===== src/rtl/seg_scan_display.sv =====
// Four-digit multiplexed 7-segment driver for the up/down counter: hex value, direction letter
// and, when WRAP_CNT_EN is defined, an 8-bit wrap count on digits 3:2. Data changes only per frame.
module seg_scan_display #(
   parameter int SCAN_DIV = 50000
`ifdef WRAP_CNT_EN
   ,
   parameter int WRAP_W   = 8
`endif
) (
   input  logic       clk,
   input  logic       rst,
   input  logic [3:0] val,
   input  logic       dir,
   input  logic       val_vld,
   input  logic       blank,
   output logic [6:0] seg,
   output logic [3:0] an,
   output logic       frame
);

   localparam int               DIV_W    = (SCAN_DIV > 1) ? $clog2(SCAN_DIV) : 1;
   localparam logic [DIV_W-1:0] DIV_LAST = DIV_W'(SCAN_DIV - 1);
   localparam logic [6:0]       SEG_U    = 7'b0111110;
   localparam logic [6:0]       SEG_D    = 7'b0111101;

   function automatic logic [6:0] hex7(input logic [3:0] nib);
      case (nib)
         4'h0:    hex7 = 7'h7E;
         4'h1:    hex7 = 7'h30;
         4'h2:    hex7 = 7'h6D;
         4'h3:    hex7 = 7'h79;
         4'h4:    hex7 = 7'h33;
         4'h5:    hex7 = 7'h5B;
         4'h6:    hex7 = 7'h5F;
         4'h7:    hex7 = 7'h70;
         4'h8:    hex7 = 7'h7F;
         4'h9:    hex7 = 7'h7B;
         4'hA:    hex7 = 7'h77;
         4'hB:    hex7 = 7'h1F;
         4'hC:    hex7 = 7'h4E;
         4'hD:    hex7 = 7'h3D;
         4'hE:    hex7 = 7'h4F;
         4'hF:    hex7 = 7'h47;
         default: hex7 = 7'h00;
      endcase
   endfunction

   logic [DIV_W-1:0] div_q, div_d;
   logic [1:0]       idx_q, idx_d;
   logic [3:0]       an_q, an_d;
   logic             frame_q, frame_d;
   logic [6:0]       seg_q, seg_d;
   logic [6:0]       seg_mux_s;
   logic [3:0]       sval_q, sval_d;
   logic             sdir_q, sdir_d;
   logic [3:0]       val_q, val_d;
   logic             dir_q, dir_d;
   logic             tc_s;
   logic             frame_evt_s;

`ifdef WRAP_CNT_EN
   logic [WRAP_W-1:0] wrap_q, wrap_d;
   logic              wrap_hit_s;

   // Count roll-overs in either direction, judged against the last accepted value.
   always_comb begin
      wrap_hit_s = val_vld &&
                   (((sval_q == 4'hF) && (val == 4'h0) && dir) ||
                    ((sval_q == 4'h0) && (val == 4'hF) && !dir));
      wrap_d     = wrap_hit_s ? (wrap_q + WRAP_W'(1)) : wrap_q;
   end

   // Wrap counter register.
   always_ff @(posedge clk or negedge rst) begin
      if (!rst) begin
         wrap_q <= '0;
      end else begin
         wrap_q <= wrap_d;
      end
   end
`endif

   // Prescaler, digit scan, shadow capture, frame-aligned update and segment mux.
   always_comb begin
      tc_s        = (div_q == DIV_LAST);
      frame_evt_s = tc_s && (idx_q == 2'd3);
      div_d       = tc_s ? '0 : (div_q + DIV_W'(1));
      idx_d       = tc_s ? (idx_q + 2'd1) : idx_q;
      an_d        = 4'b0001 << idx_d;
      frame_d     = frame_evt_s;
      sval_d      = val_vld ? val : sval_q;
      sdir_d      = val_vld ? dir : sdir_q;
      // sval_d/sdir_d already carry a same-cycle strobe, which gives the bypass
      if (frame_evt_s) begin
         val_d = sval_d;
         dir_d = sdir_d;
      end else begin
         val_d = val_q;
         dir_d = dir_q;
      end
      case (idx_q)
         2'd0:    seg_mux_s = hex7(val_q);
         2'd1:    seg_mux_s = dir_q ? SEG_U : SEG_D;
`ifdef WRAP_CNT_EN
         2'd2:    seg_mux_s = hex7(wrap_q[3:0]);
         2'd3:    seg_mux_s = hex7(wrap_q[7:4]);
`endif
         default: seg_mux_s = 7'b0000000;
      endcase
      seg_d = blank ? 7'b0000000 : seg_mux_s;
   end

   // State and output registers.
   always_ff @(posedge clk or negedge rst) begin
      if (!rst) begin
         div_q   <= '0;
         idx_q   <= 2'd0;
         an_q    <= 4'b0001;
         frame_q <= 1'b0;
         seg_q   <= 7'b0000000;
         sval_q  <= 4'h0;
         sdir_q  <= 1'b1;
         val_q   <= 4'h0;
         dir_q   <= 1'b1;
      end else begin
         div_q   <= div_d;
         idx_q   <= idx_d;
         an_q    <= an_d;
         frame_q <= frame_d;
         seg_q   <= seg_d;
         sval_q  <= sval_d;
         sdir_q  <= sdir_d;
         val_q   <= val_d;
         dir_q   <= dir_d;
      end
   end

   assign seg   = seg_q;
   assign an    = an_q;
   assign frame = frame_q;

endmodule


===== config.mk =====
export PLATFORM = sky130hd
export DESIGN_NAME = seg_scan_display
export DESIGN_NICKNAME = d
export VERILOG_FILES = /design/src/rtl/seg_scan_display.sv
export SDC_FILE = /design/constraint.sdc
export NUM_CORES = 1
export LEC_CHECK = 0
export ABC_AREA = 1
export CAP_MARGIN = 20
export CORE_MARGIN = 2
export CORE_UTILIZATION = 55
export DETAILED_ROUTE_END_ITERATION = 8
export PLACE_DENSITY_LB_ADDON = 0.3
export SLEW_MARGIN = 20
export SYNTH_ARGS = -nofsm -noshare
export SYNTH_HDL_FRONTEND = slang
export SYNTH_SLANG_ARGS = --single-unit

===== constraint.sdc =====
create_clock -name clk -period 2.6 [get_ports clk]
set_input_delay 0.52 -clock clk [delete_from_list [all_inputs] [get_ports clk]]
set_output_delay 0.52 -clock clk [all_outputs]
set_load 0.03 [all_outputs]

==> summary.txt <==
Global route
  – Total track usage: 0.197
  – Initial antenna violation count: 0
  – Largest net degree at the start of global routing: slightly above 40
  – Number of global-route vias before repair: about 1600
  – GRT Residual Overflow: 0
  – First-pass GRT wire length: ~6500 µm

Yosys
  – Cell area after synthesis: 2090 µm²
  – Seq cells post-synth: 40
  – Compound-cell area share of the yosys netlist: 0.0545
  – Number of synthesized flops with an enable pin: 0
  – Post-Synth Adder-Cell Area: 0.0598
  – Syn Area/Cell: 8.10 µm²
  – Largest family of logic cells by synthesized area: simple AND/OR/NAND/NOR gates
  – Syn Nets: 277
  – Area contributors post-synth: dfrtp_1, nand2_1, nor2_1
  – Top-area cell type share of the netlist area: 0.443
  – Post-synthesis mux area share: 0
  – Yosys warns: 0
  – Post-synthesis simple-gate area fraction: 0.308
  – Top FF cell, synth: dfrtp_1
  – Xor/xnor share of the synthesized area: 0.0335
  – Cells after Synth: about 260
  – Register area share after synthesis: 0.481
  – Most common cell in the netlist: nand2_1
  – Asr flop ratio synth: 1.00
  – Yosys top cell by area: dfrtp_1
  – Most instantiated cells after synthesis: nand2_1, nor2_1, dfrtp_1, inv_1, nand3_1
  – Distinct cells, synth: 26

Pwr
  – Internal power: 835 µW
  – Worst vdd ir: around 0.0002 V
  – Clock power frac: 0.354
  – Leak pwr: about 0.0013 µW
  – Sw Share: 0.215
  – Switch Pwr: 229 µW
  – Power Density: around 440 nW/µm²
  – Seq pwr share: 0.597
  – Combinational Power Share: 0.048

Drt
  – Drt total wl: 3600 µm
  – DR WL/cell: ~11 µm
  – Met3 routed WL: 232 µm
  – DR vias/cell: 4.93
  – Met2 WL post-DR: ~1600 µm
  – # DRC: 0
  – Routed vias: ~1600
  – DRT Pass-1 Iters: 4
  – Top Layer Used: met4
  – Post-route ant nets: 0
  – Iteration-0 DRC Markers: 113
  – DRT met1 WL: about 1700 µm

Clock tree
  – Clk_lat worst skew: a little under 0.3 ns
  – Max Root-Sink Buffers: 2
  – Clock sinks: 40
  – Clk slew on worst S/H paths: roughly 0.070 ns
  – Post-CTS setup buffer count: 0
  – CTS root buffer: clkbuf_8
  – CTS H-tree lvls: 2
  – CTS tree: done
  – Resized Gates After CTS: 0
  – TritonCTS buffer count: 5
  – Hold buffers post-CTS: 0

Worst setup path
  – Crit path launch type: register
  – CP top delay family: buffers and inverters
  – Crit-path max cell delay: 0.65 ns
  – Slowest cell on the critical path: clkdlybuf4s50_1
  – WP data arrival: roughly 1.5 ns
  – CP Capture Type: primary output
  – Max FO, Critical Path: 1
  – Reg2Reg Depth: 5
  – CP cell instances: clkdlybuf4s50_1
  – Buffers & Inverters on Critical Path: 1
  – Critical path type: reg2out
  – Worst Path Required: ~2.1 ns
  – WP depth: 1

STA
  – PnR worst setup slack: 0.632 ns
  – Endpoints failing setup: 0
  – Fmax achieved: 508 MHz
  – Final worst-path cycle share: 0.757
  – Max-slew violation count: 0
  – Tmin final: about 2 ns
  – Worst slew pin tran: about 0.83 ns
  – Worst Skew: slightly below 0.006 ns
  – Final setup TNS: 0 ns
  – Final Hold Vio Count: 0
  – RSZ-0062 raised after global routing: no
  – Worst slew margin: 0.448

Run status
  – Outcome: finished clean

Die
  – Horiz. Die Dim: 65.7 µm
  – Core ar.: between 3000 and 4000 µm²
  – Starting Density: 0.571
  – DIE AREA: 4310 µm²
  – Die Span Y: roughly 66 µm
  – I/O pin count: 21
  – Rows: 22

Placed design
  – DP Worst Slack: slightly above 0.9 ns
  – Post-placement cell count: 324
  – HPWL after DPL: ~2700 µm
  – Buffers on Ports: 20
  – GPL Wtd Cong: between 0.8 and 0.9
  – Area after DPL: around 2300 µm²

Final layout
  – Fin cells: 331
  – Fin nets: just over 300
  – Area Growth Syn to Fin: 15.6%
  – Finished Core Util: 0.660
  – Fillers: 306
  – Fraction of layout cells with a size suffix above 1: 0.0777
  – Final Cell Area: about 2400 µm²
  – Antenna Cells: 0

Flow run
  – Maxcap violations: 0

Worst hold path
  – Min-Delay Path Class: in2async
-- metal layers --
layer / track usage / up-vias
li1: - / 849
met1: 0.245 / 723
met2: 0.327 / 53
met3: 0.0548 / 6
met4: 0.0703 / 0
met5: 0 / -
-- cells by family after synthesis --
logic type               after synthesis
AO/OA/AOI/OAI                         19
XOR/XNOR                               8
adder cells (fa/ha/maj)               10
buffers and inverters                 35
flip-flops                            40
AND/OR/NAND/NOR                      146
-- cells in the final DEF (no fill, tap or decap), drive strengths merged --
| master | synthesis | routed |
|---|---|---|
| nand2 | 84 | 84 |
| nor2 | 41 | 41 |
| dfrtp | 37 | 37 |
| inv | 32 | 32 |
| clkdlybuf4s50 | 0 | 19 |
| nand3 | 18 | 18 |
| ha | 10 | 10 |
| xor2 | 8 | 8 |
| o21ai | 8 | 8 |
| clkbuf | 2 | 6 |
| a21oi | 4 | 4 |
| o211ai | 4 | 4 |
| dfstp | 3 | 3 |
| nor3 | 2 | 2 |
| clkinv | 1 | 2 |
| a21boi | 1 | 1 |
| o221ai | 1 | 1 |
| o21bai | 1 | 1 |
| nand4 | 1 | 1 |
| buf | 0 | 1 |
-- worst paths after layout --
check	from	to	slack (ns)
min	rst	div_q[15]$_DFF_PN0_	0.33
min in group clk	sval_q[1]$_DFF_PN0_	sval_q[1]$_DFF_PN0_	0.48
min reg2reg	sval_q[1]$_DFF_PN0_	sval_q[1]$_DFF_PN0_	0.48
max reg2reg	val_q[1]$_DFFE_PN0P_	seg[4]$_DFF_PN0_	1.15
max	an[0]$_DFF_PN1_	an[0]	0.63
max in group asynchronous	rst	div_q[6]$_DFF_PN0_	1.75
-- per-stage QoR --
stage                     hold WS, ns  power (µW)
after global routing            0.413        1110
after detailed placement        0.460         700
after CTS                       0.362        1080
final                           0.330        1060
after floorplan                 0.224         666
after global placement          0.456         699
-- cell type report --
type                    instances  area, µm²  share of cell area
clock inverters                 1       5.00             0.00207
multi-input cells             183        953               0.395
flip-flops and latches         40       1000               0.416
well taps                      48       60.1              0.0249
inverters                      33        125              0.0518
clock buffers                   6       72.6              0.0300
repair buffers                 20        195              0.0808
-- flip-flops by register name (all words and copies together) (netlist names) --
| register | flops |
|---|---|
| dir_q | 1 |
| frame | 1 |
| seg | 7 |
| val_q | 4 |
| sdir_q | 1 |
| idx_q | 2 |
| div_q | 16 |
| sval_q | 4 |
| an | 4 |
-- power by group through the flow --
stage               sequential, µW  clock, µW  combinational [µW]
floorplan                      654          0                12.7
detailed placement             648          0                52.7
CTS                            636        390                52.7
global placement               647          0                52.0
finish                         636        377                51.2
global route                   636        419                59.0
-- worst register-to-register path, stage by stage (launching register included) --
cell      delay [ns]
dfrtp_1         0.41
inv_1           0.12
ha_1            0.24
o21ai_0         0.21
a21boi_0        0.23
o21ai_0         0.12
(Power assumes the default switching activity.)
